File: src/rtl/datapath_acc.sv
// Frame accumulator: sums LEN signed datapath results, counts carry-outs,
// and presents one saturated N-bit result per frame over valid/ready.
module datapath_acc #(
  parameter int N     = 16,
  parameter int ACC_W = 24,
  parameter int LEN   = 8,
  localparam int CW   = $clog2(LEN + 1)
) (
  input  logic          clk,
  input  logic          rst_n,
  input  logic          clear,
  input  logic          in_valid,
  output logic          in_ready,
  input  logic [N-1:0]  in_y,
  input  logic          in_co,
  output logic          out_valid,
  input  logic          out_ready,
  output logic [N-1:0]  out_acc,
  output logic          out_sat,
  output logic [CW-1:0] out_co_cnt
);

  localparam int CNT_W = (LEN > 1) ? $clog2(LEN) : 1;

  localparam logic [0:0] ST_ACC  = 1'b0;
  localparam logic [0:0] ST_DONE = 1'b1;

  // Clamp limits of an N-bit signed result, expressed at accumulator width.
  localparam logic signed [ACC_W-1:0] MAX_V = {{(ACC_W-N+1){1'b0}}, {(N-1){1'b1}}};
  localparam logic signed [ACC_W-1:0] MIN_V = {{(ACC_W-N+1){1'b1}}, {(N-1){1'b0}}};

  logic [0:0]              state;
  logic signed [ACC_W-1:0] acc;
  logic [CNT_W-1:0]        cnt;
  logic [CW-1:0]           co_cnt;

  logic signed [N-1:0]     y_s;
  logic signed [ACC_W-1:0] sum_next;
  logic [CW-1:0]           co_next;
  logic                    last_beat;
  logic [N-1:0]            sat_val;
  logic                    sat_flag;

  // Returns {clamped flag, N-bit value} for a full-width frame sum.
  function automatic logic [N:0] saturate(input logic signed [ACC_W-1:0] s);
    logic [N:0] r;
    if (s > MAX_V)
      r = {1'b1, 1'b0, {(N-1){1'b1}}};
    else if (s < MIN_V)
      r = {1'b1, 1'b1, {(N-1){1'b0}}};
    else
      r = {1'b0, s[N-1:0]};
    return r;
  endfunction

  assign in_ready  = (state == ST_ACC);
  assign out_valid = (state == ST_DONE);
  assign y_s       = in_y;
  assign last_beat = (cnt == CNT_W'(LEN - 1));

  // Next sum, next carry count and the saturated view of the next sum.
  always_comb begin
    sum_next            = acc + ACC_W'(y_s);
    co_next             = co_cnt + CW'(in_co);
    {sat_flag, sat_val} = saturate(sum_next);
  end

  // Frame state machine: accumulate LEN accepts, then hold the result until taken.
  always_ff @(posedge clk or negedge rst_n) begin
    if (!rst_n) begin
      state      <= ST_ACC;
      acc        <= '0;
      cnt        <= '0;
      co_cnt     <= '0;
      out_acc    <= '0;
      out_sat    <= 1'b0;
      out_co_cnt <= '0;
    end else if (clear) begin
      // Abort wins over any accept or output handshake in this cycle.
      state  <= ST_ACC;
      acc    <= '0;
      cnt    <= '0;
      co_cnt <= '0;
    end else begin
      case (state)
        ST_ACC: begin
          if (in_valid) begin
            acc    <= sum_next;
            cnt    <= cnt + CNT_W'(1);
            co_cnt <= co_next;
            if (last_beat) begin
              state      <= ST_DONE;
              out_acc    <= sat_val;
              out_sat    <= sat_flag;
              out_co_cnt <= co_next;
            end
          end
        end
        default: begin
          // Result registers keep their values after the handshake.
          if (out_ready) begin
            state  <= ST_ACC;
            acc    <= '0;
            cnt    <= '0;
            co_cnt <= '0;
          end
        end
      endcase
    end
  end

endmodule

File: config.mk
export PLATFORM = sky130hd
export DESIGN_NAME = datapath_acc
export DESIGN_NICKNAME = d
export VERILOG_FILES = /design/src/rtl/datapath_acc.sv
export SDC_FILE = /design/constraint.sdc
export NUM_CORES = 1
export LEC_CHECK = 0
export ABC_AREA = 0
export CAP_MARGIN = 40
export CORE_MARGIN = 4
export CORE_UTILIZATION = 55
export DETAILED_ROUTE_END_ITERATION = 8
export GPL_TIMING_DRIVEN = 0
export PLACE_DENSITY = 0.77
export SYNTH_ARGS = -nofsm -noshare
export SYNTH_HDL_FRONTEND = slang
export SYNTH_SLANG_ARGS = --single-unit
export TNS_END_PERCENT = 50
File: constraint.sdc
create_clock -name clk -period 3.3 [get_ports clk]
set_input_delay 0.825 -clock clk [delete_from_list [all_inputs] [get_ports clk]]
set_output_delay 0.825 -clock clk [all_outputs]
set_load 0.02 [all_outputs]
## After elaboration in Yosys (flattened, before gate mapping)

Cells that the tools add are included.
W data, S select, Z words.

| storage, ports and cells | value |
|---|---|
| flip-flop bits (word level) | 53 |
| logic and storage cells | 38 |

| operators by class | value |
|---|---|
| add/subtract/negate cells | 3 |
| order comparisons | 2 |
| eq/ne operators | 2 |
| muxes and demuxes | 19 |
| bitwise operators | 2 |
| reduce and logical (&&, ||, !) cells | 3 |

Operators by type and width:

| operator | count |
|---|---|
| $mux W24 | 4 |
| $mux W17 | 2 |
| $add A24 B16 Y24 | 1 |
| $gt A24 B16 Y1 const B | 1 |
| $lt A24 B16 Y1 const B | 1 |
| $mux W4 | 4 |
| $mux W3 | 4 |
| $mux W1 | 5 |
| $add A4 B1 Y4 | 1 |
| $reduce_and A4 Y1 | 1 |
| $add A3 B1 Y3 const B | 1 |
| $eq A3 B3 Y1 const B | 1 |
| $ne A3 B3 Y1 const B | 1 |
| $reduce_bool A3 Y1 | 1 |
| $not A1 Y1 | 2 |
| $reduce_and A2 Y1 | 1 |

## Logic depth before layout (Yosys ltp)

| logic depth | value |
|---|---|
| depth after elaboration | 5 |
| depth in mapped cells | 12 |

## Worst setup path after synthesis

OpenSTA, ideal clock, no wires.

| timing path | value |
|---|---|
| path kind | input to register |
| from | input port in_y[0] |
| to | register out_acc[10] |
| library setup time | 0.131 ns |
| data arrival time | 3.359 ns |
| data required time | 3.169 ns |
| slack | -0.190 ns |
| stages on the path | 12 |
| cell sequence | ha_1 -> fa_1 -> a211oi_1 -> o21a_2 -> o311a_1 -> nor2_1 -> a41oi_1 -> xor2_1 -> nor4b_2 -> a31o_2 -> buf_6 -> o22ai_2 |

| on the way | value |
|---|---|
| longest elaborated chain between the ends | 4 |
| elaborated cells on any way between the ends | 5 |
| classes of those cells | add/sub (1); order compare (2); mux (2) |

Ends and longest elaborated chain:

| what | line | source |
|---|---|---|
| from (decl) | 14 | `input logic [N-1:0] in_y,` |
| $add A24 B16 Y24 (*) | 63 | `sum_next = acc + ACC_W'(y_s);` |
| $lt A24 B16 Y1 | 49 | `else if (s < MIN_V)` |
| $mux W17 | 49 |  |
| $mux W17 (*) | 47 | `if (s > MAX_V)` |
| to (signal assigned) | 93 | `out_acc <= sat_val;` |
| to (decl) | 18 | `output logic [N-1:0] out_acc,` |

Mark *: on every way between the ends. The rest lies on a longest branch, timed or not.
A chain may end at the register's enable or synchronous reset.

## Worst setup path after layout

| timing path | value |
|---|---|
| from | input port in_y[1] |
| to | register out_sat |

| on the way | value |
|---|---|
| longest elaborated chain between the ends | 4 |
| elaborated cells on any way between the ends | 5 |
| classes of those cells | add/sub (1); order compare (2); mux (2) |

Ends and longest elaborated chain:

| what | line | source |
|---|---|---|
| $add A24 B16 Y24 (*) | 63 |  |
| $lt A24 B16 Y1 | 49 |  |
| $mux W17 | 49 |  |
| $mux W17 (*) | 47 |  |
| to (signal assigned) | 94 | `out_sat <= sat_flag;` |
| to (decl) | 19 | `output logic out_sat,` |

Marked as above.

==> results.md <==
- CTS tree: yes
- Relative slew slack: 0.533
- Sequential Area: 1330 µm²
- Initial antenna violation count: 0
- Die X: 87.4 µm
- CTS root buffer: clkbuf_8
- Clk slew on worst S/H paths: 0.10 ns
- Max Clock Skew: 0.0129 ns
- Final Power: 2.54 mW
- Total Routed Length: 11.1 mm
- Multi-input logic area: 2530 µm²
- FFs w/ async S/R, synth: 1.00
- Top_reg_cell synth: dfrtp_1
- DR vias: 3,474
- FP Rows: 28
- I/O Buffers: 44
- Worst-margin pin slew: 0.701 ns
- Overall global routing resource usage: 0.283
- Crit share post-route: 1.04
- Ys Warns: 0
- Class of the worst hold path: primary input to asynchronous set/reset pin
- DRT iter0 DRCs: 270
- Leakage: 2.14 nW
- R2r setup slk: 0.08 ns
- Final ANT Viol Nets: 0
- Routed WL per cell: 20.9 µm
- CTS buffer count: 5
- Avg Vias per Cell: 6.55
- Clock Latency Late Sink: 0.32 ns
- Filler cells: 348
- Tmin final: 3.42 ns
- GPL Wtd Cong: 0.852
- Sink Count: 53
- Kind of critical path: primary input to flop
- Antenna Cells: 0
- Crit path largest cell delay: 0.60 ns
- DP HPWL: 6.28 mm
- Hold Fails Final Rpt: 0
- Remaining Overflow, GRT: 0
- Final max-slew violation count: 0
- Share of cells above drive strength 1: 0.310
- PwrDens: 513 nW/µm²
- Sequential-to-total area share from yosys stat: 0.383
- Crit. End Element: flop
- Final-stage net count: 504
- Crit-path cells: clkdlybuf4s15_2, ha_1, a211oi_2, o21ai_2, nand3_2, a311o_1, a21oi_1, nor2_1, xor2_1, o41a_4, buf_6, o22a_1
- Hold-fix buffers at CTS: 0
- Final hold slack: 0.474 ns
- Worst Path Max Fanout: 5
- Vias in the first global route: 3,313
- Post-Syn Area: 3470 µm²
- Synthesized area per cell: 9.63 µm²
- Io pins: 45
- Initial Utilization: 0.575
- Req. time, crit path: 3.52 ns
- Worst Path Buf+Inv: 2
- Register bit total from synthesis: 53
- DRC: 0
- First-pass GRT wire length: 16.7 mm
- Max-Cap Viols: 0
- Final WS setup: -0.116 ns
- Core area: 6030 µm²
- Count of TritonRoute iterations in the first routing pass: 5
- Yosys cell types: 54
- Synth Instances: 360
- Die area: 7640 µm²
- Peak Freq: 0.293 GHz
- Crit path arrival time: 3.64 ns
- Status: finished with violations
- Clk buf depth: 2
- CP max-delay cell: o41a_4
- Chip Height: 87.4 µm
- CP delay by family, top: compound AO/OA/AOI/OAI gates
- Largest net degree at the start of global routing: 32
- Failing checks: setup timing
- Post-Syn Nets: 410
- Setup violators final: 16
- Area delta synth->final: 43.0%
- Post-synth EDFFs: 0
- CTS H-tree lvls: 2
- Max VDD drop: 0.316 mV
- Worst Setup Start Kind: primary input
- Unrepaired setup endpoints after global routing: yes
==> repair_timing <==
item,in CTS,in global routing
setup endpoints to repair,19,16
endpoints found under the hold margin,0,0
pin swaps,40,33
gates cloned,2,0
setup buffers,30,12
gates resized for setup,101,40
==> through the flow <==
step                setup WS (ns)  instance area, µm²  TNS [ns]  instances  utilization
global route               -0.178                4960     -2.29        530        0.823
finish                     -0.116                4960    -0.800        530        0.823
floorplan                0.000693                3490         0        360            -
CTS                        -0.118                4790    -0.713        519        0.795
detailed placement          -1.27                4040    -21.56        480        0.670
global placement            -1.21                4020    -32.87        479        0.667
==> per-layer routing <==
layer	vias up	GRT usage	routed length [µm]
li1	1546	-	-
met1	1686	0.381	4620
met2	197	0.464	5240
met3	45	0.0473	787
met4	0	0.0907	456
met5	-	0	0
==> cell usage after synthesis (5+ instances only) <==
library cell | instances | area share
o22ai_1 | 6 | 0.011
a21o_1 | 7 | 0.015
xnor2_1 | 11 | 0.028
and2_1 | 5 | 0.0090
o31ai_1 | 5 | 0.011
inv_1 | 6 | 0.0065
ha_1 | 27 | 0.097
a21oi_1 | 19 | 0.027
nor2_1 | 30 | 0.032
xor2_1 | 10 | 0.025
dfrtp_1 | 53 | 0.38
nand3_1 | 8 | 0.012
o22ai_2 | 10 | 0.036
nand2_1 | 31 | 0.034
clkbuf_1 | 10 | 0.011
a22o_1 | 24 | 0.061
nor3_1 | 5 | 0.0072
o21ai_0 | 34 | 0.049
==> report_power, final <==
part           internal [mW]  switching, mW  total, mW
logic                  0.659          0.699       1.36
clock network          0.171          0.230      0.400
registers              0.719         0.0673      0.786
==> worst register-to-register path: stages (launching register included) <==
cell       delay [ns]
dfrtp_1          0.42
ha_4             0.18
fa_2             0.37
a211oi_2         0.22
o21a_2           0.21
o41ai_4          0.10
buf_4            0.17
o2111ai_4        0.21
and2_4           0.20
o31ai_2          0.09
or2_1            0.24
o41a_4           0.43
buf_6            0.15
o22a_1           0.15
==> cell type report <==
| cell class | instances | area share |
|---|---|---|
| clock inverters | 2 | 0.00278 |
| well taps | 75 | 0.0189 |
| plain buffers | 15 | 0.0199 |
| multi-input cells | 285 | 0.511 |
| flip-flops and latches | 53 | 0.267 |
| clock buffers | 6 | 0.0167 |
| repair buffers | 88 | 0.159 |
| inverters | 6 | 0.00454 |
==> flip-flops by register name (all words and copies together) (netlist names) <==
register    flops
co_cnt          4
out_co_cnt      4
out_acc        16
acc            24
cnt             3
out_sat         1
out_valid       1
==> cell usage in the layout (no fill, tap or decap), drive strengths merged, types with 5 or more instances in the layout <==
master	instances
a21oi	21
o31ai	5
and2	5
o21ai	36
ha	27
o21a	5
a22o	24
inv	6
dfrtp	53
nand2	31
nand3	8
nor2	30
nor3	5
xnor2	11
clkbuf	24
o22ai	16
a21o	7
xor2	10
buf	52
clkdlybuf4s50	27
==> worst paths after layout <==
check	startpoint	to	depth (start not counted)
max	in_y[1]	out_sat	12
min	rst_n	out_acc[6]	1
max reg2reg	acc[0]	out_sat	13
min reg2reg	out_co_cnt[2]	out_co_cnt[2]	2
max in group asynchronous	rst_n	acc[19]	2
min in group clk	out_co_cnt[2]	out_co_cnt[2]	2
==> kinds of logic after synthesis <==
kind of cell    Yosys count  share of synthesized area
xor+xnor                 21                     0.0530
simple gates             97                      0.132
flops                    53                      0.383
buf+inv                  22                     0.0292
fa+ha+maj                28                      0.103
compound gates          139                      0.300
Power figures use the tool's default switching activity.
